**src/rtl/alu_pkg.sv**
```systemverilog
// rtl/alu_pkg.sv - shared constants for the Y86 ALU add/subtract datapath
//
// Purpose:
//   Holds the datapath width and the encodings of the add/subtract mode
//   select. The adder top and anything driving its mode input use these
//   encodings.
//
// Contents:
//   WIDTH     operand/result width in bits
//   MODE_ADD  m value that selects A+B
//   MODE_SUB  m value that selects A-B

package alu_pkg;

  localparam int WIDTH = 64;

  localparam logic MODE_ADD = 1'b0;
  localparam logic MODE_SUB = 1'b1;

endpackage : alu_pkg

```
**src/rtl/full_adder.sv**
```systemverilog
// rtl/full_adder.sv - one-bit full adder cell for the ripple-carry chain
//
// Purpose:
//   Adds two bits and a carry-in. This is purely combinational and is
//   chained bit by bit by add_sub_64bit_core.
//
// Ports:
//   a     in   1   addend bit
//   b     in   1   addend bit (already inverted by the caller for subtract)
//   cin   in   1   carry into this bit position
//   s     out  1   sum bit
//   cout  out  1   carry out of this bit position

module full_adder (
  input  logic a,
  input  logic b,
  input  logic cin,
  output logic s,
  output logic cout
);

  logic p;

  // The propagate term is shared by the sum and the carry.
  assign p    = a ^ b;
  assign s    = p ^ cin;
  assign cout = (a & b) | (cin & p);

endmodule : full_adder

```
**src/rtl/add_sub_64bit_core.sv**
```systemverilog
// rtl/add_sub_64bit_core.sv - registered 64-bit two's-complement add/subtract with overflow
//
// Purpose:
//   This is the ALU add/subtract datapath for the Y86 core. On every rising
//   clk edge it samples a, b and m and registers either a+b (m=0) or a-b
//   (m=1), wrapped modulo 2^WIDTH, together with a signed-overflow flag.
//   The latency is one cycle. There is no enable and no handshake.
//
// Ports:
//   clk    in   1      rising-edge clock
//   rst_n  in   1      asynchronous active-low reset; clears sum and OF
//   a      in   WIDTH  operand A, signed
//   b      in   WIDTH  operand B, signed
//   m      in   1      mode: MODE_ADD (0) = A+B, MODE_SUB (1) = A-B
//   sum    out  WIDTH  registered result
//   OF     out  1      registered signed-overflow flag

module add_sub_64bit_core
  import alu_pkg::*;
#(
  parameter int WIDTH = alu_pkg::WIDTH
) (
  input  logic             clk,
  input  logic             rst_n,
  input  logic [WIDTH-1:0] a,
  input  logic [WIDTH-1:0] b,
  input  logic             m,
  output logic [WIDTH-1:0] sum,
  output logic             OF
);

  logic [WIDTH-1:0] bm;
  logic [WIDTH-1:0] result;
  logic [WIDTH:0]   carry;
  logic             of_next;

  // Subtraction is done as a + ~b + 1. The mode bit supplies both the
  // inversion mask and the +1 through the chain's carry-in.
  assign bm       = b ^ {WIDTH{m}};
  assign carry[0] = m;

  for (genvar i = 0; i < WIDTH; i++) begin : g_rca
    full_adder u_fa (
      .a    (a[i]),
      .b    (bm[i]),
      .cin  (carry[i]),
      .s    (result[i]),
      .cout (carry[i+1])
    );
  end

  // Signed overflow happens when the carry into the sign bit differs from
  // the carry out of it. The carry out itself (carry[WIDTH]) is not exported.
  assign of_next = carry[WIDTH-1] ^ carry[WIDTH];

  always_ff @(posedge clk or negedge rst_n) begin
    if (!rst_n) begin
      sum <= '0;
      OF  <= 1'b0;
    end else begin
      sum <= result;
      OF  <= of_next;
    end
  end

endmodule : add_sub_64bit_core

```
**config.mk**
```make
export PLATFORM = sky130hd
export DESIGN_NAME = add_sub_64bit_core
export DESIGN_NICKNAME = d
export VERILOG_FILES = /design/src/rtl/alu_pkg.sv /design/src/rtl/full_adder.sv /design/src/rtl/add_sub_64bit_core.sv
export SDC_FILE = /design/constraint.sdc
export NUM_CORES = 1
export LEC_CHECK = 0
export CAP_MARGIN = 20
export CORE_ASPECT_RATIO = 0.75
export CORE_MARGIN = 3
export CORE_UTILIZATION = 42
export DETAILED_ROUTE_END_ITERATION = 8
export GPL_ROUTABILITY_DRIVEN = 1
export PLACE_DENSITY = 0.88
export SYNTH_ARGS = -nofsm -noshare
export SYNTH_HDL_FRONTEND = slang
export SYNTH_SLANG_ARGS = --single-unit
```
**constraint.sdc**
```tcl
create_clock -name clk -period 1.45 [get_ports clk]
set_clock_uncertainty 0.2 [all_clocks]
set_input_delay 0.29 -clock clk [delete_from_list [all_inputs] [get_ports clk]]
set_output_delay 0.29 -clock clk [all_outputs]
set_load 0.05 [all_outputs]
```
# Word level (Yosys, flattened, before mapping)
# Index checks and enable logic that the tools add are counted.
dict set report totals {
  reg_bits 65
  latchBits 0
  ramBits 0
  romBits 0
  input_bits 131
  out_inout_bits 65
  elab_cells 324
  n_memories 0
}
dict set report op_classes {
  n_addsub 0
  mul 0
  div_mod_pow 0
  n_lt_le_gt_ge 0
  n_eq_ne 0
  shift 0
  mux 0
  bitwise 322
  reduce_logical 0
}
# cell n
set op_table {}
lappend op_table {{1-bit bitwise XOR} 129}
lappend op_table {{1-bit bitwise AND} 128}
lappend op_table {{1-bit OR} 64}
lappend op_table {{64-bit bitwise XOR} 1}

# Logic depth before layout (Yosys ltp)
dict set report logic_depth {
  word_depth 131
  mapped_depth 69
  mapped_depth_nobuf 67
}

# By module
# A second synthesis with hierarchy kept.
dict set report unflattened {
  hier_cells 201
  hier_area_um2 3578.4
}
# mod instances cells_per_inst area_each_um2 seq_area_each_um2
set modules_own_cells {}
lappend modules_own_cells {add_sub_64bit_core 1 137 2297.2 1626.6}
lappend modules_own_cells {full_adder 64 1 20.0 0.0}

# Least setup slack after synthesis
# Ideal clock, no wire load.
dict set report synth_timing {
  path_kind {input port to flip-flop}
  start {input port m}
  end {register OF}
  setup_time_ns 0.126
  arrival_time_ns 27.089
  required_time_ns 1.124
  path_slack_ns -25.965
  cell_stages 69
  n_path_buf 2
  cell_sequence {buf_6 buf_8 mux2i_1 fa_1 fa_1 fa_1 fa_1 fa_1 fa_1 fa_1 fa_1 fa_1 fa_1 fa_1 fa_1 fa_1 fa_1 fa_1 [33 not listed] fa_1 fa_1 fa_1 fa_1 fa_1 fa_1 fa_1 fa_1 fa_1 fa_1 fa_1 fa_1 inv_1 fa_1 inv_1 fa_1 fa_1 xor2_1}
}
dict set report synth_between {
  elab_chain_cells 131
  word_cells_on_any_way 258
  classes_between {bitwise (258)}
}
# item line_no
set synth_rtl {}
lappend synth_rtl {{start, declared} add_sub_64bit_core.sv:27} ;# input logic m,
lappend synth_rtl {{64-bit bitwise XOR} add_sub_64bit_core.sv:39} ;# assign bm = b ^ {WIDTH{m}};
lappend synth_rtl {{1-bit bitwise XOR} full_adder.sv:25} ;# assign p = a ^ b;
lappend synth_rtl {{1-bit bitwise AND} full_adder.sv:27} ;# assign cout = (a & b) | (cin & p);
lappend synth_rtl {{1-bit OR} full_adder.sv:27}
lappend synth_rtl {{1-bit bitwise AND} full_adder.sv:27}
lappend synth_rtl {{1-bit OR} full_adder.sv:27}
lappend synth_rtl {{1-bit bitwise AND} full_adder.sv:27}
lappend synth_rtl {{1-bit OR} full_adder.sv:27}
lappend synth_rtl {{[116 not listed]} --}
lappend synth_rtl {{1-bit bitwise AND} full_adder.sv:27}
lappend synth_rtl {{1-bit OR} full_adder.sv:27}
lappend synth_rtl {{1-bit bitwise AND} full_adder.sv:27}
lappend synth_rtl {{1-bit OR} full_adder.sv:27}
lappend synth_rtl {{1-bit bitwise AND} full_adder.sv:27}
lappend synth_rtl {{1-bit OR} full_adder.sv:27}
lappend synth_rtl {{1-bit bitwise XOR (*)} add_sub_64bit_core.sv:54} ;# assign of_next = carry[WIDTH-1] ^ carry[WIDTH];
lappend synth_rtl {{net of_next} add_sub_64bit_core.sv:35} ;# logic of_next;
lappend synth_rtl {{end signal, assigned} add_sub_64bit_core.sv:62} ;# OF <= of_next;
lappend synth_rtl {{end, declared} add_sub_64bit_core.sv:29} ;# output logic OF
# The timed path passes the listed nets; every way through them passes the cells marked *.

# Final worst setup path
dict set report layout_timing {
  start {input port b[0]}
  end {register sum[63]}
}
dict set report layout_between {
  elab_chain_cells 129
  word_cells_on_any_way 130
  classes_between {bitwise (130)}
}
# item line_no
set layout_rtl {}
lappend layout_rtl {{start, declared} add_sub_64bit_core.sv:26} ;# input logic [WIDTH-1:0] b,
lappend layout_rtl {{64-bit bitwise XOR (*)} add_sub_64bit_core.sv:39}
lappend layout_rtl {{1-bit bitwise XOR} full_adder.sv:25}
lappend layout_rtl {{1-bit bitwise AND} full_adder.sv:27}
lappend layout_rtl {{1-bit OR (*)} full_adder.sv:27}
lappend layout_rtl {{1-bit bitwise AND (*)} full_adder.sv:27}
lappend layout_rtl {{1-bit OR (*)} full_adder.sv:27}
lappend layout_rtl {{1-bit bitwise AND (*)} full_adder.sv:27}
lappend layout_rtl {{1-bit OR (*)} full_adder.sv:27}
lappend layout_rtl {{[114 not listed]} --}
lappend layout_rtl {{1-bit bitwise AND (*)} full_adder.sv:27}
lappend layout_rtl {{1-bit OR (*)} full_adder.sv:27}
lappend layout_rtl {{1-bit bitwise AND (*)} full_adder.sv:27}
lappend layout_rtl {{1-bit OR (*)} full_adder.sv:27}
lappend layout_rtl {{1-bit bitwise AND (*)} full_adder.sv:27}
lappend layout_rtl {{1-bit OR (*)} full_adder.sv:27}
lappend layout_rtl {{1-bit bitwise XOR (*)} full_adder.sv:26} ;# assign s = p ^ cin;
lappend layout_rtl {{net g_rca[63].u_fa.s} full_adder.sv:18} ;# output logic s,
lappend layout_rtl {{end signal, assigned} add_sub_64bit_core.sv:61} ;# sum <= result;
lappend layout_rtl {{end, declared} add_sub_64bit_core.sv:28} ;# output logic [WIDTH-1:0] sum,
# Marks and branches as above.

==> flow_metrics.py <==
metrics = {
    "outcome": {
        "status": "complete, but fails checks",
        "failed_checks": "setup timing",
    },
    "sta": {
        "fmax_mhz": 40.84,
        "worst_pin_slew_ns": 0.5571,
        "tns_ns": -739.80,
        "hold_viol": 0,
        "relSlewSlack_pct": 62.86,
        "layout_min_cycle_time_ns": 24.49,
        "setup_slack_ns": -23.04,
        "post-route-period-util_pct": 1689,
        "maxSlewViolCount": 0,
        "finalSetupViolations": 63,
        "rsz0062_at_grt": "true",
    },
    "floorplanning": {
        "rows": 30,
        "io_pins": 196,
        "initial_core_util_pct": 43.95,
        "die_height_um": 90.95,
        "core-area_um2": 9196,
        "die_area_um2": 10850,
        "die_w_um": 119.3,
    },
    "final_layout": {
        "final_cell_mix": "clkdlybuf4s50_1 (124), inv_1 (99), buf_12 (67), dfrtp_1 (65), fa_2 (63)",
        "fin_util_pct": 78.98,
        "n_antenna_cell": 0,
        "syn_to_final_growth_pct": 79.72,
        "drive_above_1_share_pct": 34.26,
        "mostFrequentLayoutCell": "clkdlybuf4s50_1",
        "nNetsFinal": 729,
    },
    "synth": {
        "netlist_area_um2": 4041,
        "syn_nets": 521,
        "yosys_warnings": 0,
        "synth_cells": 327,
        "synth_seq_area_share_pct": 40.25,
        "ys_types": 8,
        "synth-seq-cells": 65,
        "avgSynthCellArea_um2": 12.36,
    },
    "clock_network": {
        "htreeDepth": 3,
        "cts_max_path_buffers": 2,
        "root_buffer": "clkbuf_16",
        "cts_tree": "done",
        "post-cts-setup-buffers": 0,
        "cts_made_buffers": 9,
        "clk_pin_slew_ns": 0.06,
        "clock_sinks": 65,
    },
    "critical_path": {
        "required_ns": 1.47,
        "startpoint_type": "input port",
        "crit_path_end_kind": "register",
        "cpMaxStageDelayCell": "fa_2",
        "crit_top_cell": "fa_2",
        "crit_type": "in -> reg",
        "crit_arrival_ns": 24.51,
        "cp_max_fo": 2,
        "max_stage_delay_ns": 0.53,
    },
    "power": {
        "finalPower_mw": 11.30,
        "leakagePower_nw": 3.286,
        "powerDensity_nw_per_um2": 1556,
        "ir_drop_v": 0.0009027,
    },
    "route": {
        "drt_pre_antenna_iters": 4,
        "vias": 2835,
        "drtAntennaViolNets": 0,
        "wire_per_inst_um": 17.48,
        "drt_iter0_markers": 103,
        "wirelength_um": 11680,
        "viasPerCell": 4.244,
        "remaining_drc_errors": 0,
    },
    "global_routing": {
        "grt.total_usage_pct": 23.30,
        "grt_start_max_net_pins": 34,
        "grt_antenna_before_repair": 0,
        "grt_first_pass_wirelength_um": 18560,
        "grt-ovfl-total": 0,
        "grt_pass1_vias": 3405,
    },
    "hold_path": {
        "hold_depth": 3,
        "hp-class": "in -> reg",
    },
    "placement": {
        "gp_congestion": 0.8454,
        "post-dp-hpwl_um": 9968,
        "io_buffer_count": 195,
    },
    "run": {
        "maxCapViolations": 0,
    },
}
## synth_stat cells (all sizes together)
cell type  count  area share [%]
inv          126              12
dfrtp         65              40
fa            63              31
xnor2         62              13
buf            7             2.5
xor2           3            0.65
mux2i          1            0.25
## cells by family (layout without fill, tap and decap cells)
| family | Yosys count | after routing | synth area share (%) |
|---|---|---|---|
| XOR/XNOR | 65 | 65 | 14.09 |
| adder cells (fa/ha/maj) | 63 | 63 | 31.21 |
| buffers and inverters | 133 | 346 | 14.21 |
| flip-flops | 65 | 65 | 40.25 |
| multiplexers | 1 | 1 | 0.2477 |
## sequential cells by signal (all words and copies together), names as in the netlist
name and cells:
sum 64, OF 1
## power breakdown
group | internal (mW) | switching, mW | total [mW]
logic | 3.03 | 3.13 | 6.16
clock network | 1.49 | 0.788 | 2.28
registers | 2.37 | 0.486 | 2.85
total | 6.90 | 4.40 | 11.3
## final cells by class
class / count / area [um^2]
timing repair buffer: 204 / 2683
multi-input combinational: 129 / 2009
fill: 528 / 1933
sequential: 65 / 1627
inverter: 126 / 473.0
clock buffer: 10 / 229.0
tap: 128 / 160.2
clock inverter: 6 / 82.58
## path summary, 6_finish.rpt
kind                       start                 to
worst min-delay path        a[0]   sum[0]$_DFF_PN0_
min in group asynchronous  rst_n  sum[41]$_DFF_PN0_
worst max-delay path        b[0]  sum[63]$_DFF_PN0_
max in group asynchronous  rst_n  sum[20]$_DFF_PN0_
## through the flow
step	instances	setup WS, ns	hold slack (ns)	cell area [um^2]
finish	668	-23.04	0.06443	7263
global route	668	-23.72	0.07260	7263
CTS	668	-23.24	0.05379	7268
detailed placement	650	-23.95	0.05806	6933
global placement	650	-23.56	0.03392	6933
floorplan	327	-22.85	-0.2056	4215
## worst max-delay path: cells and delay by family
family,cells,cell delay (ns)
buffers and inverters,4,0.25
multiplexers,1,0.15
adder cells (fa/ha/maj),63,23.72
## routing by layer
metal	share of wire (%)	global-route usage (%)	vias up
met4	1.6	5.882	0
met2	54	42.64	151
met5	0	0	-
met3	10	10.27	14
li1	-	-	1271
met1	34	24.42	1399
## what timing repair did
action,in CTS,in global routing
endpoints found under the hold margin,14,0
endpoints found under the setup margin,64,63
hold buffers,2,0
resized for setup,42,5
pin swaps,2,1
(Power assumes the default switching activity.)
